<file path="config.mk">
export PLATFORM = sky130hd
export DESIGN_NAME = pipeline_ctrl
export DESIGN_NICKNAME = d
export VERILOG_FILES = /design/src/rtl/pipeline_ctrl.sv
export SDC_FILE = /design/constraint.sdc
export NUM_CORES = 1
export LEC_CHECK = 0
export CORE_ASPECT_RATIO = 0.8
export CORE_MARGIN = 1
export CORE_UTILIZATION = 39
export DETAILED_ROUTE_END_ITERATION = 7
export PLACE_DENSITY = 0.75
export SLEW_MARGIN = 40
export SYNTH_ARGS = -nofsm -noshare
export SYNTH_HDL_FRONTEND = slang
export SYNTH_SLANG_ARGS = --single-unit
export TNS_END_PERCENT = 20
</file>
<file path="constraint.sdc">
create_clock -name clk_i -period 2.6 [get_ports clk_i]
set_input_delay 0.65 -clock clk_i [delete_from_list [all_inputs] [get_ports clk_i]]
set_output_delay 0.65 -clock clk_i [all_outputs]
set_load 0.03 [all_outputs]
</file>
<file path="src/rtl/pipeline_ctrl.sv">
// Five-stage pipeline controller: hazard/stall/flush/PC-select decode plus a run/drain/halt FSM.
// Outputs are combinational from state and inputs (zero latency); data memory backpressure freezes the whole pipe.
module pipeline_ctrl (
  input  logic        clk_i,
  input  logic        rst_i,
  input  logic        start_i,
  input  logic        halt_i,
  input  logic        idex_memread_i,
  input  logic [4:0]  idex_rt_i,
  input  logic [4:0]  ifid_rs_i,
  input  logic [4:0]  ifid_rt_i,
  input  logic        branch_i,
  input  logic        jump_i,
  input  logic        eq_i,
  input  logic        exmem_memread_i,
  input  logic        exmem_memwrite_i,
  input  logic        dmem_ack_i,
  output logic        pc_write_o,
  output logic        ifid_write_o,
  output logic        ifid_flush_o,
  output logic        ctrl_zero_o,
  output logic        pipe_stall_o,
  output logic [1:0]  pc_src_o,
  output logic        dmem_req_o,
  output logic [15:0] stall_cnt_o,
  output logic        done_o
);

  typedef enum logic [2:0] {
    S_IDLE    = 3'd0,
    S_RUN     = 3'd1,
    S_MEMWAIT = 3'd2,
    S_DRAIN   = 3'd3,
    S_HALTED  = 3'd4
  } state_t;

  localparam logic [1:0] PC_SEQ    = 2'b00;
  localparam logic [1:0] PC_BRANCH = 2'b01;
  localparam logic [1:0] PC_JUMP   = 2'b10;

  state_t      r_state;
  logic [1:0]  r_drain_cnt;
  logic [15:0] r_stall_cnt;

  logic w_mem_pend;
  logic w_load_use;
  logic w_active;
  logic w_mem_stall;
  logic w_run_like;
  logic w_cnt_inc;

  assign w_mem_pend = exmem_memread_i | exmem_memwrite_i;

  assign w_load_use = idex_memread_i && (idex_rt_i != 5'd0) &&
                      ((idex_rt_i == ifid_rs_i) || (idex_rt_i == ifid_rt_i));

  assign w_active = (r_state == S_RUN) || (r_state == S_MEMWAIT) || (r_state == S_DRAIN);

  // MEMWAIT already owns an outstanding access, so only the ack matters there.
  always_comb begin
    w_mem_stall = 1'b0;
    case (r_state)
      S_RUN:     w_mem_stall = w_mem_pend & ~dmem_ack_i;
      S_MEMWAIT: w_mem_stall = ~dmem_ack_i;
      S_DRAIN:   w_mem_stall = w_mem_pend & ~dmem_ack_i;
      default:   w_mem_stall = 1'b0;
    endcase
  end

  assign w_run_like = ((r_state == S_RUN) || (r_state == S_MEMWAIT)) && !w_mem_stall;

  always_comb begin
    pc_write_o   = 1'b0;
    ifid_write_o = 1'b0;
    ifid_flush_o = 1'b0;
    ctrl_zero_o  = 1'b0;
    pipe_stall_o = 1'b0;
    pc_src_o     = PC_SEQ;
    dmem_req_o   = w_active & w_mem_pend;
    done_o       = 1'b0;

    case (r_state)
      S_IDLE: begin
        ctrl_zero_o = 1'b1;
      end
      S_RUN, S_MEMWAIT: begin
        if (w_mem_stall) begin
          pipe_stall_o = 1'b1;
        end else if (w_load_use) begin
          ctrl_zero_o = 1'b1;
        end else begin
          pc_write_o   = 1'b1;
          ifid_write_o = 1'b1;
          if (jump_i) begin
            pc_src_o     = PC_JUMP;
            ifid_flush_o = 1'b1;
          end else if (branch_i && eq_i) begin
            pc_src_o     = PC_BRANCH;
            ifid_flush_o = 1'b1;
          end
        end
      end
      S_DRAIN: begin
        if (w_mem_stall) begin
          pipe_stall_o = 1'b1;
        end else begin
          ifid_flush_o = 1'b1;
          ctrl_zero_o  = 1'b1;
        end
      end
      S_HALTED: begin
        ctrl_zero_o = 1'b1;
        done_o      = 1'b1;
      end
      default: begin
        ctrl_zero_o = 1'b1;
      end
    endcase
  end

  assign w_cnt_inc   = w_active && !pc_write_o && (r_stall_cnt != 16'hFFFF);
  assign stall_cnt_o = r_stall_cnt;

  always_ff @(posedge clk_i or negedge rst_i) begin
    if (!rst_i) begin
      r_state     <= S_IDLE;
      r_drain_cnt <= 2'd0;
      r_stall_cnt <= 16'd0;
    end else begin
      if (w_cnt_inc) begin
        r_stall_cnt <= r_stall_cnt + 16'd1;
      end
      case (r_state)
        S_IDLE: begin
          if (start_i) begin
            r_state <= S_RUN;
          end
        end
        S_RUN, S_MEMWAIT: begin
          // A halt seen while memory is stalled waits for the ack cycle.
          if (w_mem_stall) begin
            r_state <= S_MEMWAIT;
          end else if (halt_i) begin
            r_state     <= S_DRAIN;
            r_drain_cnt <= 2'd3;
          end else begin
            r_state <= S_RUN;
          end
        end
        S_DRAIN: begin
          if (!w_mem_stall) begin
            if (r_drain_cnt <= 2'd1) begin
              r_state     <= S_HALTED;
              r_drain_cnt <= 2'd0;
            end else begin
              r_drain_cnt <= r_drain_cnt - 2'd1;
            end
          end
        end
        S_HALTED: begin
          r_state <= S_HALTED;
        end
        default: begin
          r_state <= S_IDLE;
        end
      endcase
    end
  end

  assert property (@(posedge clk_i) disable iff (!rst_i)
    (r_state == S_DRAIN) |-> (r_drain_cnt != 2'd0));

endmodule

</file>
After elaboration in Yosys (flattened, before gate mapping)

Cells that the tools add are included.

Register bits: 21
Word-level logic and storage cells: 71

$add $sub $neg: 2
Magnitude comparators: 1
Equal/unequal tests: 12
Muxes and demuxes: 32
Bitwise operators: 4
Reduce and logical (&&, ||, !) cells: 17

Operator list:

| operator                | count |
|---|---|
| $mux W2                 | 10 |
| $add A16 B1 Y16 const B | 1 |
| $ne A16 B16 Y1 const B  | 1 |
| $mux W1                 | 14 |
| $pmux W3 S4             | 1 |
| $eq A5 B5 Y1            | 2 |
| $mux W3                 | 3 |
| $ne A2 B2 Y1 const B    | 4 |
| $eq A3 B2 Y1 const B    | 2 |
| $pmux W1 S2             | 3 |
| $logic_and A1 B1 Y1     | 5 |
| $reduce_bool A5 Y1      | 1 |
| $pmux W2 S2             | 1 |
| $reduce_and A4 Y1       | 1 |
| $reduce_or A2 Y1        | 2 |
| $eq A3 B1 Y1 const B    | 1 |
| $eq A3 B3 Y1 const B    | 1 |
| $logic_not A3 Y1        | 1 |
| $logic_or A1 B1 Y1      | 3 |
| $reduce_and A3 Y1       | 1 |
| $reduce_or A3 Y1        | 1 |
| $and A1 B1 Y1           | 2 |
| $le A2 B1 Y1 const B    | 1 |
| $ne A2 B1 Y1 const B    | 1 |
| other kinds (5)         | 5 |

Depth between registers and ports, before layout

Word-level depth: 9
Mapped depth: 7
Gate-level depth less buffers: 6

Worst setup path before layout

OpenSTA, ideal clock, no wires.

Path type: input to output
From: input port idex_rt_i[1]
To: output port pc_src_o[0]
Arrival: 2.524 ns
Data required time: 1.950 ns
Setup slack: -0.574 ns
Stages: 5
Buffers on the path: 0
Cells stage by stage: or4_1 o21a_1 and2_1 nor3_2 and4b_1

Longest elaborated chain between the ends: 6
Elaborated cells on any way between the ends: 9

Ends and longest elaborated chain:

| item                                                      | RTL line | text |
|---|---|---|
| from (decl)                                               | 9        | `input logic [4:0] idex_rt_i,` |
| $eq A5 B5 Y1 or $reduce_bool A5 Y1 (tied branches)        | 55, 54   |  |
| $logic_or A1 B1 Y1 or $logic_and A1 B1 Y1 (tied branches) | 55, 54   |  |
| $logic_and A1 B1 Y1 (*)                                   | 54       | `assign w_load_use = idex_memread_i && (idex_rt_i != 5'd0) &&` |
| $mux W2 (*)                                               | 89       | `end else if (w_load_use) begin` |
| $mux W2 (*)                                               | 87       | `if (w_mem_stall) begin` |
| $mux W2 (*)                                               | 82       | `case (r_state)` |
| to (decl)                                                 | 23       | `output logic [1:0] pc_src_o,` |

Mark *: on every way between the ends. The rest lies on a longest branch, timed or not.

Worst setup path after layout

Ends and elaborated chain as after synthesis.

==> results.tsv <==
stage	metric	value	unit
die	Die W	67.4	um
routing	WL final	3.39	mm
routing	WL per Instance	13.7	um
die	I/O pin count	51	
grt	vias in the first global route	1158	
setup_path	crit-path max FO	3	
setup_path	Critical R2R Launch	stall_cnt_o[0]	
logic_synthesis	Post-Syn Instances	140	
run_status	status	finished, violations left	
clock_network	CTS root buffer	clkbuf_8	
timing	Final Max Slew Viols	0	
logic_synthesis	Adder-Cell Fraction of Synth Area	0.0169	
clock_network	Reg clk slew, reported paths	90	ps
clock_network	Worst-Skew Late Latency	260	ps
timing	fin crit share	1.11	
cells_and_area	Syn-to-layout area delta	54.3	%
logic_synthesis	largest family of logic cells by synthesized area	simple AND/OR/NAND/NOR gates	
timing	setup violators final	6	
routing	Post-route DRC	0	
setup_path	CP Launch Type	primary input	
timing	actual transition at the worst max-transition pin	430	ps
setup_path	Arr. time, crit path	2230	ps
logic_synthesis	post-synth top area share	0.394	
cells_and_area	post-layout util	0.647	
die	row count	18	
placement	Placer Congestion	0.797	
clock_network	CTS tree	built	
logic_synthesis	synth top area cells	dfrtp_1, xnor2_1, xor2_1, nand3_1, nor3_1	
cells_and_area	post-route cell area	2060	um^2
hold_path	hold endpoint	stall_cnt_o[15]	
timing	FMAX	347	MHz
logic_synthesis	mux share of post-synthesis cell area	0.0244	
placement	dpl cell area	1970	um^2
die	DIE AREA	3660	um^2
cells_and_area	layout cells sized above 1	0.237	
cells_and_area	fill cell count	258	
logic_synthesis	post-synthesis sequential area ratio	0.394	
hold_path	min-delay src	stall_cnt_o[15]	
setup_path	r2r setup slk	550	ps
clock_network	CTS buffer count	3	
hold_path	HP Class	reg -> reg	
timing	Hold Vio Cnt, Final	0	
timing	post-route setup slack	-281	ps
timing	final hold slack	498	ps
timing	Final Skew	10.5	ps
clock_network	clock sink total	21	
timing	worst relative slew slack	0.713	
run_status	failing checks	setup timing	
clock_network	H-tree levels	1	
logic_synthesis	Synthesis Warnings	0	
clock_network	Max Buffers Root-to-Sink	2	
routing	post-detailed-route count of antenna-violating nets	0	
grt	largest net degree at the start of global routing	22	
die	die outline height	54.3	um
setup_path	Register-to-Register Path Depth	6	
grt	first-pass GRT wire length	5.22	mm
pwr	total power	636	uW
logic_synthesis	synthesized area per cell	9.52	um^2
die	Initial Util	0.420	
logic_synthesis	post-synthesis simple-gate area fraction	0.249	
setup_path	Setup CP Type	in -> out	
pwr	Cell Pwr Density	309	nW/um^2
flow_run	max_cap viols	0	
die	Core ar.	3180	um^2
pwr	Leak	0.000927	uW
setup_path	CP Capture Type	output pin	
hold_path	Min-Delay Path Depth	1	
timing	final period demand of the worst path	2880	ps
logic_synthesis	Post-Synth XOR/XNOR Area	0.171	
cells_and_area	final net count	235	
logic_synthesis	Post-Syn Area	1330	um^2
routing	Avg Vias per Cell	5.01	
grt	gr ovfl total	0	
timing	unrepaired setup endpoints after global routing	true	
logic_synthesis	syn_nets	167	
clock_network	hold_buf cts	0	
logic_synthesis	Synth Area in Compound Gates	0.105	
logic_synthesis	Yosys reg bits	21	
routing	drt first pass iters	4	
pwr	peak supply drop	0.309	mV
grt	initial antenna violation count	0	
grt	GRT Overall Usage	0.192	
logic_synthesis	Yosys cell types	39	
cells_and_area	Post-Layout Cell Count	247	
placement	placed insts	242	
setup_path	CP required	1950	ps
logic_synthesis	dominant cell type by area after synthesis	dfrtp_1	
routing	First DRT Iteration DRCs	41	
setup_path	FF-to-FF End	stall_cnt_o[1]	
placement	IO Port Bufs	50	
cells_and_area	Antenna Cells	0	
routing	vias	1238	
placement	hpwl dp	2.66	mm
==> layout make-up <==
type | instances | area [um^2] | area share
clock inverter | 1 | 5.00 | 0.00243
timing repair buffer | 70 | 651 | 0.316
clock buffer | 3 | 41.3 | 0.0201
sequential | 21 | 526 | 0.256
tap | 40 | 50.0 | 0.0243
inverter | 3 | 11.3 | 0.00548
multi-input combinational | 109 | 772 | 0.376
==> cells in the mapped netlist <==
| cell | n |
|---|---|
| nor3b_1 | 2 |
| maj3_1 | 1 |
| clkbuf_1 | 2 |
| nor2_1 | 8 |
| nor4b_1 | 3 |
| a21o_1 | 1 |
| a31oi_4 | 1 |
| or2b_2 | 1 |
| nor3_1 | 7 |
| o21bai_1 | 1 |
| and4b_1 | 1 |
| nor3_2 | 1 |
| o21ba_2 | 1 |
| nand3_1 | 8 |
| dfrtp_1 | 21 |
| o21a_1 | 1 |
| and4bb_2 | 1 |
| and2_1 | 5 |
| nand4_1 | 2 |
| a21oi_1 | 6 |
| ha_1 | 1 |
| nand4b_1 | 1 |
| buf_6 | 1 |
| inv_1 | 3 |
| xor2_1 | 12 |
| and3_1 | 2 |
| nor4_1 | 3 |
| buf_2 | 3 |
| or2_2 | 2 |
| mux2i_1 | 1 |
| o22ai_2 | 1 |
| nand2b_1 | 1 |
| nand2_1 | 9 |
| xnor2_1 | 14 |
| or4_1 | 1 |
| a221oi_1 | 1 |
| mux2_2 | 2 |
| buf_4 | 1 |
| o21ai_0 | 7 |
==> where the power goes <==
group          switching (uW)  internal (uW)
sequential                  0            326
combinational            35.3           56.1
clock                     112            107
total                     147            489
==> kinds of logic after synthesis <==
group | Yosys count
and+or+nand+nor | 58
xor gates and xnor gates | 26
DFF | 21
AOI/OAI and AO/OA | 20
buffers and inverters | 10
muxes | 3
adders and majority gates | 2
==> worst max-delay path by stage <==
stage / start / end / slack, ps / cells after the start
3_3_place_gp: idex_rt_i[1] / ctrl_zero_o / -860 / 7
5_1_grt: ifid_rs_i[0] / pc_src_o[0] / -340 / 9
4_1_cts: idex_rt_i[1] / pc_src_o[0] / -280 / 8
6_report: idex_rt_i[1] / pc_src_o[0] / -280 / 8
3_5_place_dp: idex_rt_i[1] / ctrl_zero_o / -910 / 7
2_1_floorplan: idex_rt_i[1] / pc_src_o[0] / -390 / 5
==> sequential cells by signal (all words and copies together), names as in the netlist <==
register / flops
r_drain_cnt: 2
r_state: 3
stall_cnt_o: 16
==> per-layer routing <==
metal	track usage	wire (um)	up-vias
li1	-	-	619
met1	0.271	1660	603
met2	0.312	1660	16
met3	0.0438	72	0
met4	0.0177	0	0
met5	0	0	-
==> worst max-delay path, cell delays in order <==
cell	delay [ps]
buf_8	100
or4_1	510
o21a_1	210
and2_4	140
buf_6	110
nor3_4	130
and4b_2	260
buf_6	130
==> repair_timing <==
item / CTS / global route
buffers inserted: 1 / 0
pin swaps: 8 / 4
gates resized for setup: 33 / 6
gates cloned: 0 / 0
setup endpoints to repair: 6 / 7
hold endpoints to repair: 0 / 0
==> placed cells by master, fill, tap and decap left out, drive strengths merged, types with 2 or more instances in the layout <==
cell type,count
clkdlybuf4s50,31
buf,31
dfrtp,21
xnor2,14
xor2,12
nand2,9
nor2,8
nand3,8
nor3,8
o21ai,7
a21oi,6
and2,5
dlymetal6s2s,4
nor4,3
nor4b,3
inv,3
clkbuf,3
dlygate4sd2,3
or2,2
and3,2
nand4,2
nor3b,2
mux2,2
==> through the flow <==
| stage | worst slack (ps) | setup TNS [ps] |
|---|---|---|
| 2_1_floorplan | -388 | -1170 |
| 3_3_place_gp | -864 | -5640 |
| 3_5_place_dp | -909 | -6430 |
| 4_1_cts | -277 | -1160 |
| 5_1_grt | -339 | -1530 |
| 6_report | -281 | -1090 |
Power figures use the tool's default switching activity.
==> patch: new RTL, same flow settings <==
Register the output `stall_cnt_o` once more, without a reset; this adds one clock of latency there. The other outputs are not delayed to match.
--- a/src/rtl/pipeline_ctrl.sv
+++ b/src/rtl/pipeline_ctrl.sv
@@ -119,7 +119,9 @@
   end
 
   assign w_cnt_inc   = w_active && !pc_write_o && (r_stall_cnt != 16'hFFFF);
-  assign stall_cnt_o = r_stall_cnt;
+  always_ff @(posedge clk_i) begin
+    stall_cnt_o <= r_stall_cnt;
+  end
 
   always_ff @(posedge clk_i or negedge rst_i) begin
     if (!rst_i) begin
Function: changed (a bounded check fails within 4 cycles, from zero or initial values and one cycle with rst_i low).
==> patch against the unedited design <==
- the run still ends with setup timing left
- non-clock buffer count up 7
- sequential cell count up 16
- largest cell class is now flip-flops and latches
- worst setup slack improved by 130 ps
- area after synthesis is 22% higher
- count of clock-buffer cells in the layout grew 4
- final area is 26% higher
- register-to-register slack worse by 120 ps
- routed wire length grew 23%
- utilization up 1.7 points
Power is left out: it rests on default switching activity, and per cell area and clock period it moved more than threefold.
==> patch: results <==
[global_routing]
grtUsageMet2_pct = 32.1
grt_use_total_pct = 20.6

[status]
status = finished, violations left
violations = setup timing

[synth]
ys_top_cells_by_area = dfrtp_1, dfxtp_1, xnor2_1
synth_nets = 183
synthArstFlopShare_pct = 56.8
yosys-top-cells-count = dfrtp_1, dfxtp_1, nor2_1, xnor2_1, nand2_1
ys_ff_latch = 37
synth.distinct_cells = 35

[cells_and_area]
nClkBuffers = 7
clock_area_share_pct = 3.91
drive_gt1_share_pct = 31.6
finalNonFillerCells = 292
finish.utilization_pct = 66.4
multi_input_area_um2 = 807
nNetsFinal = 263

[detailed_routing]
met1_length_mm = 1.81
wl_met3_um = 208

[timing]
finalSetupViolations = 18
timing.final.ws_setup_ps = -147

[place]
place_area_um2 = 2280
place_congestion = 0.799
place_inst = 273
dpl_worst_slack_ps = -635
dp_hpwl_mm = 2.82

[worst_setup_path]
r2r-start = r_stall_cnt[6]
critical-path-slowest-cell = or4_4

[min_path]
hold_path_startpoint = r_stall_cnt[15]
[patch: cell count changes in the layout (fill, tap and decap cells not counted), sizes merged, moves of 4 or more]
cell	before	now
and2	5	0
nor2	8	15
inv	3	7
dfxtp	0	16
clkbuf	3	7
buf	31	39
[patch: cell families (layout without fill, tap and decap cells)]
group / after synthesis / after routing / synth area share (%)
compound gates: 18 / 18 / 7.53
xor+xnor: 26 / 26 / 14.0
fa+ha+maj: 1 / 1 / 0.768
buf+inv: 11 / 92 / 4.15
flops: 37 / 37 / 51.9
mux: 2 / 2 / 1.38
simple gates: 61 / 61 / 20.3
[patch: path summary, 6_finish.rpt]
| kind | to | slack (ps) | depth (start not counted) |
|---|---|---|---|
| min in group asynchronous | r_state[0] | 710 | 2 |
| max in group asynchronous | r_stall_cnt[6] | 1670 | 2 |
| setup / recovery | pc_src_o[0] | -150 | 9 |
| hold / removal | stall_cnt_o[15] | 430 | 0 |
| setup reg to reg | r_stall_cnt[1] | 430 | 6 |
| hold reg to reg | stall_cnt_o[15] | 430 | 0 |
